File: src/rtl/dot_mac8_if.sv
// ============================================================================
//  Module : dot_mac8_if
//  Brief  : Bus bundle for dot_mac8. It carries the operand stream, the port
//           to the external sequential multiplier, the result stream and the
//           error flag.
//  Rev    : 1.0  initial release
// ============================================================================
`default_nettype none

interface dot_mac8_if;
  // operand stream
  logic        in_valid;
  logic        in_ready;
  logic [7:0]  a;
  logic [7:0]  b;
  logic        in_last;
  // sequential multiplier port
  logic [7:0]  mul_x;
  logic [7:0]  mul_y;
  logic        mul_start;
  logic        mul_done;
  logic [15:0] mul_r;
  // result stream
  logic        out_valid;
  logic        out_ready;
  logic [23:0] out_sum;
  logic [8:0]  out_count;
  logic        err;

  // environment side: the operand producer, the multiplier and the result consumer
  modport master (
    output in_valid, a, b, in_last, mul_done, mul_r, out_ready,
    input  in_ready, mul_x, mul_y, mul_start, out_valid, out_sum, out_count, err
  );

  // accumulator side
  modport slave (
    input  in_valid, a, b, in_last, mul_done, mul_r, out_ready,
    output in_ready, mul_x, mul_y, mul_start, out_valid, out_sum, out_count, err
  );
endinterface

`default_nettype wire

File: src/rtl/dot_mac8.sv
// ============================================================================
//  Module : dot_mac8
//  Brief  : Unsigned 8-bit dot-product accumulator. Each accepted operand pair
//           is multiplied by an external sequential multiplier, and the
//           product is added into a 24-bit accumulator. A result is emitted
//           on in_last or after MAX_TERMS terms. A multiplier that never
//           answers sets a sticky err flag, and that term adds nothing.
//  Rev    : 1.0  initial release
// ============================================================================
`default_nettype none

module dot_mac8 #(
  parameter int MAX_WAIT  = 30,
  parameter int MAX_TERMS = 256
) (
  input  wire logic   clk,
  input  wire logic   rst,
  dot_mac8_if.slave   bus
);

  localparam int          c_WAIT_W    = $clog2(MAX_WAIT + 1);
  localparam [c_WAIT_W-1:0] c_WAIT_LAST = c_WAIT_W'(MAX_WAIT - 1);
  localparam [8:0]        c_TERMS_MAX = 9'(MAX_TERMS);

  typedef enum logic [1:0] {
    IDLE    = 2'd0,
    ISSUE   = 2'd1,
    RELEASE = 2'd2,
    EMIT    = 2'd3
  } state_t;

  state_t              r_state;
  state_t              w_next;
  logic [7:0]          r_mul_x;
  logic [7:0]          r_mul_y;
  logic                r_last;
  logic [8:0]          r_cnt;
  logic [23:0]         r_acc;
  logic [c_WAIT_W-1:0] r_wait;
  logic                r_err;

  logic w_accept;
  logic w_timeout;
  logic w_close;

  assign w_accept  = (r_state == IDLE) && bus.in_valid;
  // The last allowed ISSUE cycle has passed without an answer. A late
  // mul_done on that same edge still wins.
  assign w_timeout = (r_state == ISSUE) && !bus.mul_done && (r_wait == c_WAIT_LAST);
  // The product closes on an explicit last term or when the term budget is used up.
  assign w_close   = r_last || (r_cnt == c_TERMS_MAX);

  // State register
  always_ff @(posedge clk or negedge rst) begin
    if (!rst) r_state <= IDLE;
    else      r_state <= w_next;
  end

  // Next-state logic
  always_comb begin
    w_next = r_state;
    case (r_state)
      IDLE:    if (w_accept) w_next = ISSUE;
      ISSUE:   if (bus.mul_done || w_timeout) w_next = RELEASE;
      RELEASE: if (!bus.mul_done) w_next = w_close ? EMIT : IDLE;
      EMIT:    if (bus.out_ready) w_next = IDLE;
      default: w_next = IDLE;
    endcase
  end

  // Operand capture, term count, wait timer, accumulation and sticky error
  always_ff @(posedge clk or negedge rst) begin
    if (!rst) begin
      r_mul_x <= 8'd0;
      r_mul_y <= 8'd0;
      r_last  <= 1'b0;
      r_cnt   <= 9'd0;
      r_acc   <= 24'd0;
      r_wait  <= '0;
      r_err   <= 1'b0;
    end else begin
      case (r_state)
        IDLE: begin
          if (w_accept) begin
            r_mul_x <= bus.a;
            r_mul_y <= bus.b;
            r_last  <= bus.in_last;
            r_cnt   <= r_cnt + 9'd1;
            r_wait  <= '0;
          end
        end
        ISSUE: begin
          if (bus.mul_done) r_acc  <= r_acc + {8'd0, bus.mul_r};
          else if (w_timeout) r_err <= 1'b1;
          else r_wait <= r_wait + 1'b1;
        end
        EMIT: begin
          if (bus.out_ready) begin
            r_acc <= 24'd0;
            r_cnt <= 9'd0;
          end
        end
        default: ;
      endcase
    end
  end

  // Outputs are decoded from registered state only, so they hold steady within a state
  assign bus.in_ready  = (r_state == IDLE);
  assign bus.mul_start = (r_state == ISSUE);
  assign bus.mul_x     = r_mul_x;
  assign bus.mul_y     = r_mul_y;
  assign bus.out_valid = (r_state == EMIT);
  assign bus.out_sum   = r_acc;
  assign bus.out_count = r_cnt;
  assign bus.err       = r_err;

endmodule

`default_nettype wire

File: src/flat_wrapper.sv
// flat-port wrapper written by rule: the top's interface ports become plain ports
module dot_mac8_flat 
#(
  parameter int MAX_WAIT  = 30,
  parameter int MAX_TERMS = 256
)
  (clk, rst, bus_in_valid, bus_a, bus_b, bus_in_last, bus_mul_done, bus_mul_r, bus_out_ready, bus_in_ready, bus_mul_x, bus_mul_y, bus_mul_start, bus_out_valid, bus_out_sum, bus_out_count, bus_err);
  dot_mac8_if bus_i ();
  input  wire logic clk;
  input  wire logic rst;
  input wire logic [$bits(bus_i.in_valid)-1:0] bus_in_valid;
  input wire logic [$bits(bus_i.a)-1:0] bus_a;
  input wire logic [$bits(bus_i.b)-1:0] bus_b;
  input wire logic [$bits(bus_i.in_last)-1:0] bus_in_last;
  input wire logic [$bits(bus_i.mul_done)-1:0] bus_mul_done;
  input wire logic [$bits(bus_i.mul_r)-1:0] bus_mul_r;
  input wire logic [$bits(bus_i.out_ready)-1:0] bus_out_ready;
  output wire logic [$bits(bus_i.in_ready)-1:0] bus_in_ready;
  output wire logic [$bits(bus_i.mul_x)-1:0] bus_mul_x;
  output wire logic [$bits(bus_i.mul_y)-1:0] bus_mul_y;
  output wire logic [$bits(bus_i.mul_start)-1:0] bus_mul_start;
  output wire logic [$bits(bus_i.out_valid)-1:0] bus_out_valid;
  output wire logic [$bits(bus_i.out_sum)-1:0] bus_out_sum;
  output wire logic [$bits(bus_i.out_count)-1:0] bus_out_count;
  output wire logic [$bits(bus_i.err)-1:0] bus_err;
  assign bus_i.in_valid = bus_in_valid;
  assign bus_i.a = bus_a;
  assign bus_i.b = bus_b;
  assign bus_i.in_last = bus_in_last;
  assign bus_i.mul_done = bus_mul_done;
  assign bus_i.mul_r = bus_mul_r;
  assign bus_i.out_ready = bus_out_ready;
  assign bus_in_ready = bus_i.in_ready;
  assign bus_mul_x = bus_i.mul_x;
  assign bus_mul_y = bus_i.mul_y;
  assign bus_mul_start = bus_i.mul_start;
  assign bus_out_valid = bus_i.out_valid;
  assign bus_out_sum = bus_i.out_sum;
  assign bus_out_count = bus_i.out_count;
  assign bus_err = bus_i.err;
  dot_mac8 #(.MAX_WAIT(MAX_WAIT), .MAX_TERMS(MAX_TERMS)) u_core (.clk(clk), .rst(rst), .bus(bus_i));
endmodule
File: config.mk
export PLATFORM = sky130hd
export DESIGN_NAME = dot_mac8_flat
export DESIGN_NICKNAME = d
export VERILOG_FILES = /design/src/rtl/dot_mac8_if.sv /design/src/rtl/dot_mac8.sv /design/src/flat_wrapper.sv
export SDC_FILE = /design/constraint.sdc
export NUM_CORES = 1
export LEC_CHECK = 0
export BUFFER_PORTS_ARGS = -buffer_cell sky130_fd_sc_hd__buf_2
export CORE_UTILIZATION = 53
export CTS_CLUSTER_SIZE = 24
export DETAILED_ROUTE_END_ITERATION = 8
export PLACE_DENSITY = 0.81
export SKIP_LAST_GASP = 1
export SLEW_MARGIN = 10
export SYNTH_ARGS = -nofsm -noshare
export SYNTH_HDL_FRONTEND = slang
export SYNTH_SLANG_ARGS = --single-unit
File: constraint.sdc
create_clock -name clk -period 2.85 [get_ports clk]
set_input_delay 0.1425 -clock clk [delete_from_list [all_inputs] [get_ports clk]]
set_output_delay 0.1425 -clock clk [all_outputs]
set_load 0.05 [all_outputs]
# Word level (Yosys, flattened, before mapping)

Index checks and enable logic that the tools add are counted.

Register bits after elaboration: 58
Latch bits: 0
RAM bits: 0
ROM bits: 0
Input bits: 38
Output and inout port bits: 53
Word-level logic and storage cells: 56
Memories kept: 0

$add $sub $neg: 3
$mul: 0
Divide/modulo/power cells: 0
Magnitude comparators: 0
Equal/unequal tests: 12
Shift operators: 0
Muxes and demuxes: 16
Bitwise gates (word level): 1
Reductions and logical operators: 16

Operators with widths:

| kind                                                             | count |
|---|---|
| 24-bit two-way mux                                               | 2 |
| 24-bit case mux with 2 select lines                              | 1 |
| 24-bit by 16-bit adder with 24-bit output                        | 1 |
| 9-bit two-way mux                                                | 2 |
| 9-bit case mux with 2 select lines                               | 1 |
| 5-bit two-way mux                                                | 3 |
| 2-bit two-way mux                                                | 5 |
| 2-bit != test (second input constant)                            | 5 |
| 5-bit case mux with 2 select lines                               | 1 |
| 9-bit by 1-bit adder with 9-bit output (second input constant)   | 1 |
| 9-bit == test (second input constant)                            | 1 |
| 3-bit AND reduction                                              | 3 |
| 2-bit case mux with 4 select lines                               | 1 |
| 4-bit AND reduction                                              | 2 |
| 2-bit nonzero test                                               | 3 |
| 5-bit by 1-bit adder with 5-bit output (second input constant)   | 1 |
| 5-bit == test (second input constant)                            | 1 |
| 2-bit == test (second input constant)                            | 2 |
| 2-bit by 1-bit != test with 1-bit output (second input constant) | 2 |
| 1-bit logical AND                                                | 3 |
| 2-bit by 1-bit == test with 1-bit output (second input constant) | 1 |
| 2-bit logical NOT                                                | 1 |
| 1-bit logical OR                                                 | 2 |
| 2-bit AND reduction                                              | 1 |
| 2 further kinds                                                  | 2 |

# Longest topological paths before layout

Depth in word-level cells: 6
Depth in mapped cells: 8
Mapped depth without buffers: 8

# Worst setup path before layout

OpenSTA, ideal clock, no wires.

Kind: register -> register
From: register u_core.r_acc[0] (netlist: u_core.bus.out_sum[0])
To: register u_core.r_acc[12] (netlist: u_core.bus.out_sum[12])
Library setup time: 122 ps
Arrival: 2463 ps
Data required time: 2728 ps
Path slack: 265 ps
Cell stages (with the launch flop): 9
Buffers on the path: 0
Clock period less this slack: 2585 ps
Cells stage by stage: dfrtp_1 > ha_1 > fa_1 > a21oi_1 > nor2_1 > o21a_1 > o31a_1 > or3_1 > a32o_1

Word-level cells in the longest chain between the ends: 3

Ends and longest elaborated chain:

| what                                      | line           | source |
|---|---|---|
| start, declared                           | dot_mac8.sv:38 | `logic [23:0] r_acc;` |
| start signal, assigned                    | dot_mac8.sv:93 | `if (bus.mul_done) r_acc <= r_acc + {8'd0, bus.mul_r};` |
| 24-bit by 16-bit adder with 24-bit output | dot_mac8.sv:93 |  |
| 24-bit two-way mux                        | dot_mac8.sv:93 |  |
| 24-bit case mux with 2 select lines       | dot_mac8.sv:82 | `case (r_state)` |

No other way between the ends. The select of a mux whose other input is x is not followed.
A chain may end at the register's enable or synchronous reset.

# Final worst setup path

Ends and elaborated chain as after synthesis.

==> flow_summary_export.csv <==
group,metric,value,unit
clocking,numCtsBuffers,9,
floorplanning,initial_utilization,55.6,%
synthesis,yosysTopAreaCellShare,43.3,%
grt,grt_pass1_wl,13300,um
run_status,outcome,"complete, but fails checks",
worst_setup_path,path_cells,"ha_1 -> fa_1 -> a21oi_1 -> nor2_1 -> o21a_1 -> o31a_1 -> or3_1 -> a32o_1",
final_layout,diodes,0,
drt,drt_pass1_iterations,4,
worst_setup_path,crit-reg2reg-launch,"u_core.bus.out_sum[0]",
worst_setup_path,startpoint_type,"flip-flop",
hold_path,worstHoldPathType,"primary input to asynchronous set/reset pin",
synthesis,synth-edff-count,0,
timing,slew_headroom,22.2,%
placed_design,portBuffers,90,
grt,grt_pass1_vias,3019,
synthesis,yosys_warnings,0,
run_status,violations,"negative hold slack",
synthesis,synth_seq_area_share,43.3,%
timing,post-route-period-util,85.9,%
worst_setup_path,r2r_cells,8,
final_layout,fin_nets,540,
clocking,numClockSinks,58,
clocking,clk_latency,340,ps
grt,antenna_found_initial,0,
worst_setup_path,criticalPathCategory,"flip-flop to flip-flop",
synthesis,synth.largest_area_cell,"dfrtp_1",
placed_design,dpl_cell_area,0.00386,sq mm
synthesis,synth_fp_nets,434,
synthesis,synthCells,375,
timing,rsz0062_at_grt,"no",
timing,hold_viol_final,1,
power,power_leakage,2.21,nW
floorplanning,die_x,81.5,um
timing,fmax,409,MHz
grt,gr-total-overflow,0,
timing,tightest_slew,1160,ps
clocking,post_cts_buffers,0,
worst_setup_path,r2r_slack,400,ps
final_layout,drive_above_1_share,22.6,%
clocking,clockBufferDepth,2,
synthesis,ys_ff_latch,58,
synthesis,syn_area,0.00335,sq mm
synthesis,async_flop_share,100,%
clocking,cts.htree.levels,3,
floorplanning,rows,28,
drt,dr_total_vias,3161,
drt,postRouteAntennaNets,0,
drt,wl,8220,um
timing,holdWs,-0.729,ps
placed_design,gp_congestion,0.880,
drt,wl_per_cell,14.7,um
timing,finalSetupViolCount,0,
worst_setup_path,rr_endpoint,"u_core.bus.out_sum[12]",
power,power,0.00458,W
final_layout,final_cell_mix,"nand2_1, buf_2, dfrtp_1",
drt,vias_per_cell,5.66,
floorplanning,ios,91,
worst_setup_path,path_max_fanout,4,
worst_setup_path,end_kind,"flip-flop",
floorplanning,design.core.area,0.00603,sq mm
timing,drv_slew,0,
synthesis,yosysUniqueCellTypes,50,
grt,grt_max_degree,50,
worst_setup_path,arrival,2680,ps
timing,finClkSkew,8.33,ps
clocking,cts_tree,"done",
worst_setup_path,slowest_stage,"fa_1",
synthesis,synth_top_flop_cell,"dfrtp_1",
floorplanning,die_area,0.00665,sq mm
final_layout,area_growth,24.4,%
synthesis,synth_area_per_cell,8.94,sq um
worst_setup_path,worstPathRequired,3080,ps
floorplanning,die_y,81.5,um
drt,drt_iter0_markers,173,
timing,fin_crit,2450,ps
power,ir_drop,0.997,mV
worst_setup_path,max_stage_delay,410,ps
power,p_per_area,1100,mW/mm^2
grt,track_usage,26.4,%
clocking,root_buffer,"clkbuf_8",
final_layout,final_cell_area,0.00417,sq mm
job,cap_violations,0,
drt,drc,0,
placed_design,dpl.hpwl,5820,um
timing,tns,0,ps
clocking,clk_pin_slew_worst_paths,70,ps
synthesis,synthTopCellsByArea,"dfrtp_1, nand2_1, ha_1",
[metal layers]
layer | up-vias | track usage (%) | part of all wire (%)
met5 | - | 0 | 0
met4 | 0 | 8.75 | 1.0
met3 | 9 | 6.33 | 6.1
met2 | 117 | 46.3 | 51
met1 | 1511 | 31.7 | 42
li1 | 1524 | - | -
[how the worst max path moves through the flow]
| stage | start | endpoint | slack [ps] | depth (start not counted) |
|---|---|---|---|---|
| finish | u_core.bus.out_sum[0] | u_core.bus.out_sum[12] | 400 | 8 |
| global placement | u_core.bus.out_sum[0] | u_core.bus.out_sum[12] | 460 | 8 |
| floorplan | u_core.bus.out_sum[0] | u_core.bus.out_sum[12] | 270 | 8 |
| global route | u_core.bus.out_sum[1] | u_core.bus.out_sum[19] | 280 | 7 |
| CTS | u_core.bus.out_sum[0] | u_core.bus.out_sum[12] | 420 | 8 |
| detailed placement | u_core.bus.out_sum[0] | u_core.bus.out_sum[12] | 440 | 8 |
[synthesized netlist by cell type, types with 2 or more instances]
cell / count
o21ai_0: 29
clkbuf_1: 11
inv_1: 8
a32o_1: 3
a21o_1: 6
nand3b_1: 2
ha_1: 20
a21oi_1: 19
nor2b_1: 3
a211oi_1: 2
o21bai_1: 3
nor3b_1: 2
o31ai_1: 4
and3_1: 8
nand2_1: 90
a21boi_0: 2
nor2_1: 23
or3_1: 5
mux2i_1: 7
nand2b_1: 7
dfrtp_1: 58
o21a_1: 2
nor3_1: 4
a2111o_1: 2
buf_6: 2
xor2_1: 13
a22o_1: 2
xnor2_1: 4
nand4_1: 7
nand3_1: 7
[sequential cells by signal (all words and copies together), names as in the netlist]
name / count
u_core.bus.mul_y: 8
u_core.r_state: 2
u_core.bus.out_sum: 24
u_core.r_wait: 5
u_core.bus.mul_x: 8
u_core.r_last: 1
u_core.bus.err: 1
u_core.bus.out_count: 9
[final cells by class]
class	instances	area [sq um]
fill	500	1850
inverter	8	30.0
multi-input combinational	295	1810
tap	75	93.8
clock buffer	13	159
sequential	58	1450
timing repair buffer	109	631
[stage by stage]
stage | worst slack [ps] | std cells | utilization (%)
6_report | 403 | 558 | 69.2
2_1_floorplan | 265 | 375 | -
3_5_place_dp | 438 | 530 | 64.1
4_1_cts | 421 | 558 | 69.2
3_3_place_gp | 461 | 530 | 64.1
5_1_grt | 279 | 558 | 69.2
[repair_timing]
action                                 in CTS  in global routing
hold buffers                               15                  0
endpoints found under the hold margin      15                  0
resized for setup                           0                  0
[power by group]
| part | leakage, nW | switching, W | internal, W |
|---|---|---|---|
| Sequential | 0.754 | 0.000242 | 0.00110 |
| Combinational | 1.38 | 0.00184 | 0.000742 |
| Clock | 0.0815 | 0.000303 | 0.000349 |
[worst max-delay path, delay by kind of cell (launching register included)]
kind | cells | cell delay [ps]
AND/OR/NAND/NOR | 2 | 400
flip-flops | 1 | 400
AO/OA/AOI/OAI | 4 | 900
adder cells (fa/ha/maj) | 2 | 650
[kinds of logic after synthesis]
group	after synthesis	synth area share (%)
mux	7	2.09
fa+ha+maj	21	8.06
simple gates	164	22.3
buf+inv	22	2.95
xor+xnor	17	4.44
compound gates	86	16.9
flops	58	43.3
(Power assumes the default switching activity.)
